### config.mk
export PLATFORM = sky130hd
export DESIGN_NAME = nbit_sync_qual
export DESIGN_NICKNAME = d
export VERILOG_FILES = /design/src/rtl/nbit_sync_qual.sv
export SDC_FILE = /design/constraint.sdc
export NUM_CORES = 1
export LEC_CHECK = 0
export ABC_AREA = 1
export CAP_MARGIN = 10
export CORE_AREA = 2 2 39 41
export CTS_CLUSTER_SIZE = 40
export DETAILED_ROUTE_END_ITERATION = 8
export DIE_AREA = 0 0 41 43
export SLEW_MARGIN = 10
export SYNTH_ARGS = -nofsm -noshare
export SYNTH_HDL_FRONTEND = slang
export SYNTH_SLANG_ARGS = --single-unit
### constraint.sdc
create_clock -name sync_out_clk -period 1.95 [get_ports sync_out_clk]
set_clock_uncertainty 0.15 [all_clocks]
set_input_delay 0.585 -clock sync_out_clk [delete_from_list [all_inputs] [get_ports sync_out_clk]]
set_output_delay 0.585 -clock sync_out_clk [all_outputs]
set_load 0.01 [all_outputs]
### src/rtl/nbit_sync_qual.sv
// Stability qualifier for a synchronized multi-bit bus: a value is accepted only after
// it holds for STABLE cycles, then offered on valid/ready with a change mask and overflow flag.
module nbit_sync_qual #(
    parameter int unsigned         WIDTH   = 1,
    parameter int unsigned         STABLE  = 4,
    parameter logic [WIDTH-1:0]    RST_VAL = {WIDTH{1'b0}}
) (
    input  logic             sync_out_clk,
    input  logic             sync_out_rst,
    input  logic [WIDTH-1:0] qual_in,
    input  logic             qual_ready,
    output logic             qual_valid,
    output logic [WIDTH-1:0] qual_data,
    output logic [WIDTH-1:0] qual_chg_mask,
    output logic             qual_stable,
    output logic             qual_ovfl
);

    localparam int unsigned       CNT_W    = $clog2(STABLE + 1);
    localparam logic [CNT_W-1:0]  CNT_MAX  = CNT_W'(STABLE);
    localparam logic [CNT_W-1:0]  CNT_QUAL = CNT_W'(STABLE - 1);

    logic [WIDTH-1:0] prev_q, prev_d;
    logic [CNT_W-1:0] cnt_q, cnt_d;
    logic [WIDTH-1:0] acc_q, acc_d;
    logic [WIDTH-1:0] dlv_q, dlv_d;
    logic [WIDTH-1:0] data_q, data_d;
    logic [WIDTH-1:0] mask_q, mask_d;
    logic             valid_q, valid_d;
    logic             ovfl_q, ovfl_d;
    logic             stable_q, stable_d;

    logic same_c;
    logic evt_c;
    logic new_word_c;
    logic hs_c;

    // Stable-run counter and qualify event (fires once, on the saturating step).
    always_comb begin
        prev_d = qual_in;
        same_c = (qual_in == prev_q);
        cnt_d  = cnt_q;
        if (!same_c) begin
            cnt_d = '0;
        end else if (cnt_q < CNT_MAX) begin
            cnt_d = CNT_W'(cnt_q + 1'b1);
        end
        evt_c      = same_c && (cnt_q == CNT_QUAL);
        new_word_c = evt_c && (prev_q != acc_q);
        stable_d   = (cnt_d == CNT_MAX);
    end

    // Output word, change mask and overflow bookkeeping.
    always_comb begin
        hs_c    = valid_q & qual_ready;
        acc_d   = acc_q;
        dlv_d   = dlv_q;
        data_d  = data_q;
        mask_d  = mask_q;
        valid_d = valid_q;
        ovfl_d  = ovfl_q;

        if (hs_c) begin
            dlv_d   = data_q;
            valid_d = 1'b0;
        end

        if (new_word_c) begin
            acc_d   = prev_q;
            data_d  = prev_q;
            valid_d = 1'b1;
            if (!valid_q || hs_c) begin
                mask_d = prev_q ^ (hs_c ? data_q : dlv_q);
            end else begin
                // Pending word overwritten: newest data wins, mask keeps every changed bit.
                mask_d = mask_q | (prev_q ^ acc_q);
                ovfl_d = 1'b1;
            end
        end
    end

    always_ff @(posedge sync_out_clk) begin
        if (sync_out_rst) begin
            prev_q   <= RST_VAL;
            cnt_q    <= '0;
            acc_q    <= RST_VAL;
            dlv_q    <= RST_VAL;
            data_q   <= RST_VAL;
            mask_q   <= '0;
            valid_q  <= 1'b0;
            ovfl_q   <= 1'b0;
            stable_q <= 1'b0;
        end else begin
            prev_q   <= prev_d;
            cnt_q    <= cnt_d;
            acc_q    <= acc_d;
            dlv_q    <= dlv_d;
            data_q   <= data_d;
            mask_q   <= mask_d;
            valid_q  <= valid_d;
            ovfl_q   <= ovfl_d;
            stable_q <= stable_d;
        end
    end

    assign qual_valid    = valid_q;
    assign qual_data     = data_q;
    assign qual_chg_mask = mask_q;
    assign qual_stable   = stable_q;
    assign qual_ovfl     = ovfl_q;

endmodule

==> reports/metrics.json <==
{
  "result_of_the_run": "completed",
  "initial_utilization": 0.350,
  "synth.yosys.seq_area_share": 0.413,
  "critPathArrivalTime_ns": 1.14,
  "synthMuxAreaShare": 0,
  "crit_path_start_kind": "flip-flop",
  "wire_per_inst_um": 8.82,
  "placement.setup.worst_slack_ns": 0.106,
  "wl_um": 838,
  "synth_top_area_share": 0.413,
  "number_of_enable_flip_flop_cells_after_synthesis": 0,
  "cts_tree": "built",
  "synth_top_family_by_area": "simple AND/OR/NAND/NOR gates",
  "synth.avg_cell_area_um2": 7.34,
  "synth.largest_area_cell": "sky130_fd_sc_hd__dfxtp_1",
  "synthesis.nets": 71,
  "die_span_x_um": 41,
  "antenna-diode-count": 0,
  "detail_route.iter0.violations": 11,
  "achievable-frequency_mhz": 534,
  "cp_num_buf_inv": 1,
  "cap_violations": 0,
  "number_of_remaining_drc_errors": 0,
  "final_period_minus_worst_setup_slack_ns": 1.87,
  "post_synth_inst_count": 66,
  "fin_crit_sh": 0.960,
  "clkLatencyLatePin_ns": 0.27,
  "htreeDepth": 1,
  "crit_path_end_kind": "output port",
  "viasPerCell": 4.45,
  "port_buffer_cells": 8,
  "grt_max_degree": 7,
  "slew-limit-headroom": 0.847,
  "worstMarginPinSlew_ns": 0.227,
  "regToRegStartpoint": "cnt_q[0]",
  "power_density_nw_per_um2": 695,
  "yosys.area_share.simple": 0.401,
  "post_synth_top_flop": "sky130_fd_sc_hd__dfxtp_1",
  "cts_max_path_buffers": 2,
  "gr-usage-all-layers": 0.122,
  "yosysWarningCount": 0,
  "mappedNetlistArea_um2": 484,
  "vdd.ir_drop.worst_uv": 312,
  "netlist-cell-type-count": 19,
  "timing.setup.critical_path_class": "reg -> out",
  "power.static_leakage_nw": 0.285,
  "finalWeightedCongestion": 0.702,
  "timing.critical_path.required_ns": 1.21,
  "io-pin-count": 9,
  "ant_nets": 0,
  "ys_async_sr_fraction": 0,
  "synth_common_cells": "sky130_fd_sc_hd__nand2_1 (12), sky130_fd_sc_hd__dfxtp_1 (10), sky130_fd_sc_hd__inv_1 (9), sky130_fd_sc_hd__nor2_1 (8), sky130_fd_sc_hd__nand3_1 (7)",
  "final_net_count": 85,
  "floorplan.rows": 14,
  "worst_path_dominant_cell_family": "buffers and inverters",
  "area_delta_synth_final_pct": 30.2,
  "number_of_storage_elements_in_the_synthesis_netlist": 10,
  "grt_first_pass_wirelength_um": 1390,
  "rsz0062_at_grt": "no",
  "timing.final.hold_violations": 0,
  "drive_above_1_share": 0.215,
  "report.final.setup_viol": 0,
  "slew_violations": 0,
  "post_synth_xor_area_fraction": 0.0181,
  "holdWs_ns": 0.303,
  "postLayoutCoreUtil": 0.456,
  "detailed_place_hpwl_um": 697,
  "synth-adder-area-share": 0.0258,
  "hold_path.startpoint": "qual_ovfl",
  "routed-via-count": 423,
  "crit_path_max_delay_cell_type": "sky130_fd_sc_hd__clkdlybuf4s50_1",
  "cts_inserted_buffers": 3,
  "totalPowerFinal_w": 0.000438,
  "detailedRoute.firstPassIterationCount": 4,
  "chipHeight_um": 43,
  "cts_root_buf": "sky130_fd_sc_hd__clkbuf_4",
  "worst_slack_ns": 0.0778,
  "cts.reportedPaths.clkPinSlew_ns": 0.07,
  "cts_sinks": 10,
  "crit_path_cell_trace": "clkdlybuf4s50_1",
  "antenna_found_initial": 0,
  "die-area_um2": 1760,
  "critPathMaxStageDelay_ns": 0.54,
  "globalRoute.totalOverflow": 0,
  "setup.worst_path.start": "qual_data",
  "synthTopCellsByArea": "sky130_fd_sc_hd__dfxtp_1 (41%), sky130_fd_sc_hd__nand2_1 (9.3%), sky130_fd_sc_hd__nand3_1 (7.2%), sky130_fd_sc_hd__inv_1 (7.0%), sky130_fd_sc_hd__nor2_1 (6.2%)",
  "first_global_vias": 371,
  "yosys.cell_count.top_type": "sky130_fd_sc_hd__nand2_1",
  "synth_compound_gate_area_share": 0.0491,
  "fin_tns_setup_ns": 0,
  "core_area_um2": 1380,
  "worstHoldPathType": "reg -> reg",
  "cp_max_fo": 2
}
-- metrics by stage --
stage / cell area, um2 / instances
after global routing: 631 / 95
after CTS: 631 / 95
after floorplan: 484 / 66
after global placement: 596 / 91
final: 631 / 95
after detailed placement: 596 / 91
-- placed cells by master, fill, tap and decap left out --
cell type,netlist,layout
sky130_fd_sc_hd__inv_2,1,1
sky130_fd_sc_hd__clkbuf_8,0,1
sky130_fd_sc_hd__inv_1,9,9
sky130_fd_sc_hd__nand2_2,4,4
sky130_fd_sc_hd__ha_1,1,1
sky130_fd_sc_hd__clkdlybuf4s50_1,0,7
sky130_fd_sc_hd__nand4_1,1,1
sky130_fd_sc_hd__nand2_1,12,12
sky130_fd_sc_hd__nor2_2,1,1
sky130_fd_sc_hd__a21oi_1,3,3
sky130_fd_sc_hd__buf_4,0,2
sky130_fd_sc_hd__nand2_4,1,1
sky130_fd_sc_hd__clkinv_1,1,1
sky130_fd_sc_hd__or2_2,1,1
sky130_fd_sc_hd__a21oi_2,1,1
sky130_fd_sc_hd__nor2_1,8,8
sky130_fd_sc_hd__xor2_1,1,1
sky130_fd_sc_hd__nand3_1,7,7
sky130_fd_sc_hd__clkbuf_4,0,3
sky130_fd_sc_hd__dfxtp_1,10,10
sky130_fd_sc_hd__dlygate4sd2_1,0,1
sky130_fd_sc_hd__nor2_4,2,2
sky130_fd_sc_hd__nor4_1,1,1
-- layer usage --
metal | track usage | share of wire
met4 | 0.0800 | 0.025
met3 | 0.0471 | 0.048
met5 | 0 | 0
met1 | 0.140 | 0.48
met2 | 0.178 | 0.44
-- where the power goes --
part / leakage, nW / switching, W / total (W) / internal, W
Combinational: 0.183 / 0.0000213 / 0.0000375 / 0.0000162
Clock: 0.0210 / 0.0000753 / 0.000189 / 0.000113
Sequential: 0.0812 / 0.00000356 / 0.000212 / 0.000208
-- registers in the layout, indices dropped and copies added (netlist names) --
name,count
qual_data,1
cnt_q,3
prev_q,1
qual_valid,1
qual_chg_mask,1
qual_stable,1
dlv_q,1
qual_ovfl,1
-- area by class of cell --
class / instances / area [um2]
Timing Repair Buffer: 10 / 93.8
Fill cell: 143 / 753
Tap cell: 16 / 20.0
Clock buffer: 4 / 36.3
Sequential cell: 10 / 200
Inverter: 11 / 41.3
Multi-Input combinational cell: 44 / 239
-- kinds of logic (layout without fill, tap and decap cells) --
kind of cell               after synthesis  count (layout)
buffers and inverters                   12              25
adders and majority gates                1               1
xor gates and xnor gates                 1               1
DFF                                     10              10
AOI/OAI and AO/OA                        4               4
and+or+nand+nor                         38              38
-- final timing paths --
path         slack (ns)       endpoint  cells past startpoint
max                0.08      qual_data                      1
min                0.30      qual_ovfl                      2
max reg2reg        0.73  qual_chg_mask                      6
min reg2reg        0.30      qual_ovfl                      2
-- repair_timing --
item / 4_1_cts / 5_1_grt
buffers inserted: 0 / 0
setup endpoints to repair: 1 / 0
resized for setup: 1 / 0
hold buffers: 0 / 0
No activity file was read; power rests on OpenSTA's default activity.
